==> config.mk <==
export PLATFORM = sky130hd
export DESIGN_NAME = fnd_scan_ctrl
export DESIGN_NICKNAME = d
export VERILOG_FILES = /design/src/rtl/fnd_pkg.sv /design/src/rtl/bcd_to_fnd.sv /design/src/rtl/fnd_scan_ctrl.sv
export SDC_FILE = /design/constraint.sdc
export NUM_CORES = 1
export LEC_CHECK = 0
export ABC_AREA = 1
export BUFFER_PORTS_ARGS = -buffer_cell sky130_fd_sc_hd__buf_2
export CAP_MARGIN = 10
export CORE_MARGIN = 5
export CORE_UTILIZATION = 52
export CTS_CLUSTER_SIZE = 14
export DETAILED_ROUTE_END_ITERATION = 8
export PLACE_DENSITY = 0.83
export SLEW_MARGIN = 20
export SYNTH_ARGS = -nofsm -noshare
export SYNTH_HDL_FRONTEND = slang
export SYNTH_SLANG_ARGS = --single-unit
==> constraint.sdc <==
create_clock -name clk -period 1.4 [get_ports clk]
set_input_delay 0.35 -clock clk [delete_from_list [all_inputs] [get_ports clk]]
set_output_delay 0.35 -clock clk [all_outputs]
set_load 0.05 [all_outputs]
==> src/rtl/fnd_pkg.sv <==
// Shared constants for the 4-digit common-anode FND driver: active-low segment
// patterns for 0..9 and the "everything off" values for commons and font.
package fnd_pkg;

  // Segment order is {g,f,e,d,c,b,a}, active-low.
  localparam logic [6:0] SEG_0     = 7'h40;
  localparam logic [6:0] SEG_1     = 7'h79;
  localparam logic [6:0] SEG_2     = 7'h24;
  localparam logic [6:0] SEG_3     = 7'h30;
  localparam logic [6:0] SEG_4     = 7'h19;
  localparam logic [6:0] SEG_5     = 7'h12;
  localparam logic [6:0] SEG_6     = 7'h02;
  localparam logic [6:0] SEG_7     = 7'h78;
  localparam logic [6:0] SEG_8     = 7'h00;
  localparam logic [6:0] SEG_9     = 7'h10;
  localparam logic [6:0] SEG_BLANK = 7'h7f;

  localparam logic [3:0] COMM_OFF = 4'hf;
  localparam logic [7:0] FONT_OFF = 8'hff;

endpackage

==> src/rtl/bcd_to_fnd.sv <==
// Combinational BCD nibble to active-low 7-segment pattern; non-decimal codes
// (10..15) produce a dark digit rather than a hex glyph.
module bcd_to_fnd
  import fnd_pkg::*;
(
  input  logic [3:0] bcd,
  output logic [6:0] seg
);

  always_comb begin
    seg = SEG_BLANK;
    case (bcd)
      4'd0: seg = SEG_0;
      4'd1: seg = SEG_1;
      4'd2: seg = SEG_2;
      4'd3: seg = SEG_3;
      4'd4: seg = SEG_4;
      4'd5: seg = SEG_5;
      4'd6: seg = SEG_6;
      4'd7: seg = SEG_7;
      4'd8: seg = SEG_8;
      4'd9: seg = SEG_9;
      default: seg = SEG_BLANK;
    endcase
  end

endmodule

==> src/rtl/fnd_scan_ctrl.sv <==
// 4-digit FND scanner: slot divider, digit index, once-per-frame input snapshot,
// anti-ghosting guard window, optional leading-zero blanking, registered outputs.
module fnd_scan_ctrl
  import fnd_pkg::*;
#(
  parameter int CLK_FREQ     = 100_000_000,
  parameter int SCAN_HZ      = 1_000,
  parameter int GUARD_CYCLES = 16,
  parameter bit LZB          = 1'b0
) (
  input  logic        clk,
  input  logic        reset_n,
  input  logic [15:0] bcd_in,
  input  logic [3:0]  dot_in,
  output logic [3:0]  fnd_comm,
  output logic [7:0]  fnd_font,
  output logic        frame_tick
);

  localparam int DIV   = CLK_FREQ / SCAN_HZ;
  localparam int CNT_W = (DIV > 2) ? $clog2(DIV) : 1;
  localparam logic [CNT_W-1:0] LAST  = CNT_W'(DIV - 1);
  localparam logic [CNT_W-1:0] GUARD = CNT_W'(GUARD_CYCLES);

  logic [CNT_W-1:0] div_cnt;
  logic [1:0]       idx;
  logic [15:0]      shadow_bcd;
  logic [3:0]       shadow_dot;

  logic       tick;
  logic       guard;
  logic       blank;
  logic [3:0] digit;
  logic [6:0] seg;

  // A digit at position pos is a leading zero when it and every digit to its left are zero.
  function automatic logic lz_blank(input logic [15:0] bcd, input logic [1:0] pos);
    logic zero_above;
    zero_above = 1'b1;
    for (int k = 1; k < 4; k++)
      if (k >= int'(pos) && bcd[k*4 +: 4] != 4'h0) zero_above = 1'b0;
    return (pos != 2'd0) && zero_above;
  endfunction

  assign tick  = (div_cnt == LAST);
  assign guard = (div_cnt < GUARD);
  assign digit = shadow_bcd[{idx, 2'b00} +: 4];
  assign blank = LZB && lz_blank(shadow_bcd, idx);

  bcd_to_fnd u_dec (
    .bcd (digit),
    .seg (seg)
  );

  always_ff @(posedge clk or negedge reset_n) begin
    if (!reset_n) begin
      div_cnt    <= '0;
      idx        <= 2'd0;
      shadow_bcd <= 16'h0000;
      shadow_dot <= 4'hf;
      fnd_comm   <= COMM_OFF;
      fnd_font   <= FONT_OFF;
      frame_tick <= 1'b0;
    end else begin
      frame_tick <= 1'b0;
      if (tick) begin
        div_cnt <= '0;
        idx     <= idx + 2'd1;
        // Snapshot only at the frame boundary so a refresh never mixes two time values.
        if (idx == 2'd3) begin
          shadow_bcd <= bcd_in;
          shadow_dot <= dot_in;
          frame_tick <= 1'b1;
        end
      end else begin
        div_cnt <= div_cnt + 1'b1;
      end

      // Output stage: one clock behind div_cnt/idx.
      if (guard) begin
        fnd_comm <= COMM_OFF;
        fnd_font <= FONT_OFF;
      end else begin
        fnd_comm <= ~(4'b0001 << idx);
        fnd_font <= {shadow_dot[idx], blank ? SEG_BLANK : seg};
      end
    end
  end

endmodule
==> results_dict.tcl <==
set metrics [dict create \
    initial_core_util_pct 53.6 \
    synth-warning-count 0 \
    yosysSeqAreaShare_pct 48.3 \
    worst_slew_pin_slew_ns 0.316 \
    avgSynthCellArea_um2 8.32 \
    static-leakage-power_nw 1.81 \
    nets 440 \
    finalSetupViolCount 44 \
    cp.arrival_ns 1.88 \
    hold_viol_final 0 \
    fin_crit_ns 1.62 \
    synthToLayoutAreaGrowth_pct 39.3 \
    coreArea_um2 5110 \
    antennaDiodeCount 0 \
    dieArea_um2 6810 \
    via_per_inst 5.83 \
    use_met3_pct 3.47 \
    cts_made_buffers 5 \
    cp_num_buf_inv 2 \
    antenna_found_initial 0 \
    syn-num-nets 361 \
    seq_area_um2 1330 \
    crit_path_max_fanout 8 \
    synth_top_cell_area_share_pct 32.9 \
    slowest_stage "dfrtp_1" \
    fp.dieW_um 82.5 \
    fin_hold_ws_ns 0.00326 \
    wl_per_cell_um 17.5 \
    portBuffers 34 \
    ir_drop_uv 502 \
    syn_area_um2 2740 \
    clock_latency_ns 0.31 \
    clockBufferDepth 2 \
    rsz0062_at_grt "true" \
    violations "negative setup slack" \
    crit_family "simple AND/OR/NAND/NOR gates" \
    fin_crit_sh_pct 116 \
    hp-class "in2async" \
    max_clock_freq_mhz 616 \
    status "complete, but fails checks" \
    met2_usage_pct 37.1 \
    synth_commonest_cells "nand2_1, nor2_1, dfrtp_1" \
    first_pass_iters 5 \
    num_rows 26 \
    yosysTopAreaCell "dfrtp_1" \
    drv_slew 0 \
    power_density_nw_per_um2 676 \
    grt.busiest_layer "met2" \
    crit_chain "ha_2 > nand2_2 > inv_2 > nand2_4 > nor2_8 > buf_6 > nand4_1 > nand2_1" \
    yosys-top-cells-area "dfrtp_1, dfstp_2, nand2_1" \
    final_antenna_net_count 0 \
    grt_pass1_vias 2421 \
    fp.dieH_um 82.5 \
    nFillCells 337 \
    cts_root_buffer "clkbuf_8" \
    netlist-cell-type-count 27 \
    fin_util_pct 74.6 \
    cts_tree "yes" \
    crit_path_start_kind "flip-flop" \
    track_usage_pct 21.5 \
    synth-seq-cells 52 \
    dr_total_vias 2794 \
    gp_congestion 0.889 \
    netlist_instances 329 \
    detailed_place_hpwl_mm 4.22 \
    drt_iter0_markers 260 \
    boundaryPins 35 \
    drc 0 \
    grt_overflow 0 \
    drv_cap 0 \
    drive_above_1_share_pct 45.2 \
    synth_flop_cell "dfrtp_1" \
    synth_edf_count 0 \
    drt-total-wl_mm 8.39 \
    cp_slowest_stage_delay_ns 0.39 \
    multiInputGateArea_um2 1540 \
    ctsHtreeMaxLevel 2 \
    grtUsageMet1_pct 27.1 \
    critical_path_class "reg2reg" \
    cp-end-kind "flip-flop" \
    yosysMostFrequentCell "nand2_1" \
    cts.sinks 52 \
    async_flop_share_pct 100 \
    grt_max_degree 53 \
    required_ns 1.65 \
    finClkSkew_ns 0.00667 \
    layout_setup_ws_ns -0.225 \
    clk_pin_slew_ns 0.10 \
    slew_headroom_pct 78.8 \
    grt_pass1_wl_mm 11.2 \
]
==> cell usage in the layout (no fill, tap or decap), types with 2 or more instances in the layout <==
master / Yosys / final
nand3_1: 23 / 13
nand4_1: 24 / 24
nand3_4: 1 / 4
nand2_1: 107 / 85
buf_4: 4 / 37
nor2_2: 0 / 7
dfstp_2: 16 / 16
ha_4: 0 / 4
nor2_1: 42 / 31
buf_12: 0 / 3
nand3b_1: 2 / 2
xor2_1: 5 / 5
dfrtp_2: 0 / 3
nand2_4: 0 / 5
o21ai_1: 0 / 3
inv_4: 0 / 3
inv_2: 6 / 7
nor3_2: 0 / 2
dfrtp_1: 36 / 33
o21ai_0: 6 / 2
nand3_2: 3 / 13
nor2_4: 2 / 6
inv_1: 22 / 18
inv_6: 0 / 2
buf_6: 2 / 17
ha_1: 10 / 5
buf_2: 2 / 22
clkbuf_8: 0 / 5
nand2_2: 5 / 22
==> power breakdown <==
| group | switching (mW) | internal (mW) | total [mW] |
|---|---|---|---|
| logic | 0.0368 | 0.0261 | 0.0629 |
| registers | 0 | 1.50 | 1.50 |
| clock network | 0.540 | 0.469 | 1.01 |
==> worst reg2reg max path: stages, from the launching register on <==
cell and delay [ns]:
dfrtp_1 0.39, ha_2 0.21, nand2_2 0.07, inv_2 0.10
nand2_4 0.09, nor2_8 0.28, buf_6 0.19, nand4_1 0.13
nand2_1 0.12
==> sequential cells by signal, summed over array words and instances (netlist names) <==
signal,count
div_cnt,17
fnd_comm,4
fnd_font,8
frame_tick,1
idx,2
shadow_bcd,16
shadow_dot,4
==> repair_timing <==
item / CTS / global route
hold buffers: 0 / 0
buffers inserted: 3 / 9
cloned: 4 / 0
pin swaps: 11 / 33
resized for setup: 43 / 63
endpoints found under the setup margin: 45 / 52
==> cells by family (layout without fill, tap and decap cells) <==
family	count (synthesis)	in the layout	share of synthesized area, %
flip-flops	52	52	48.3
AO/OA/AOI/OAI	9	9	2.15
buffers and inverters	38	115	6.40
AND/OR/NAND/NOR	215	218	37.0
XOR/XNOR	5	5	1.60
adder cells (fa/ha/maj)	10	10	4.57
==> metrics by stage <==
stage,instances,TNS [ns],power (mW),setup slack (ns),area (um2)
final,479,-5.05,2.58,-0.225,3810
after global placement,455,-1.00,1.59,-0.0812,3200
after floorplan,329,0,1.53,0.00179,2760
after global routing,479,-8.04,2.65,-0.282,3810
after detailed placement,455,-1.72,1.60,-0.120,3200
after CTS,470,-0.0925,2.58,-0.0384,3510
==> per-layer routing <==
| metal | routed length, um | vias to the layer above |
|---|---|---|
| met5 | 0 | - |
| met4 | 299 | 0 |
| met3 | 605 | 43 |
| met2 | 4170 | 180 |
| met1 | 3310 | 1346 |
| li1 | - | 1225 |
==> path summary, 6_finish.rpt <==
path | from | end | slack (ns) | depth (start not counted)
worst max-delay path | div_cnt[1] | shadow_bcd[14] | -0.22 | 8
worst min-delay path | reset_n | div_cnt[9] | 0.003 | 2
worst max register to register | div_cnt[1] | shadow_bcd[14] | -0.22 | 8
worst min register to register | shadow_dot[2] | shadow_dot[2] | 0.49 | 2
max in group asynchronous | reset_n | fnd_comm[2] | 1.09 | 2
min in group clk | dot_in[2] | shadow_dot[2] | 0.25 | 3
==> layout make-up <==
class,count,area share [%]
clock buffers,6,2.46
inverters,28,3.02
multi-input cells,242,40.3
repair buffers,79,16.8
clock inverters,2,0.394
flip-flops and latches,52,34.8
well taps,70,2.30
No activity file was read; power rests on OpenSTA's default activity.
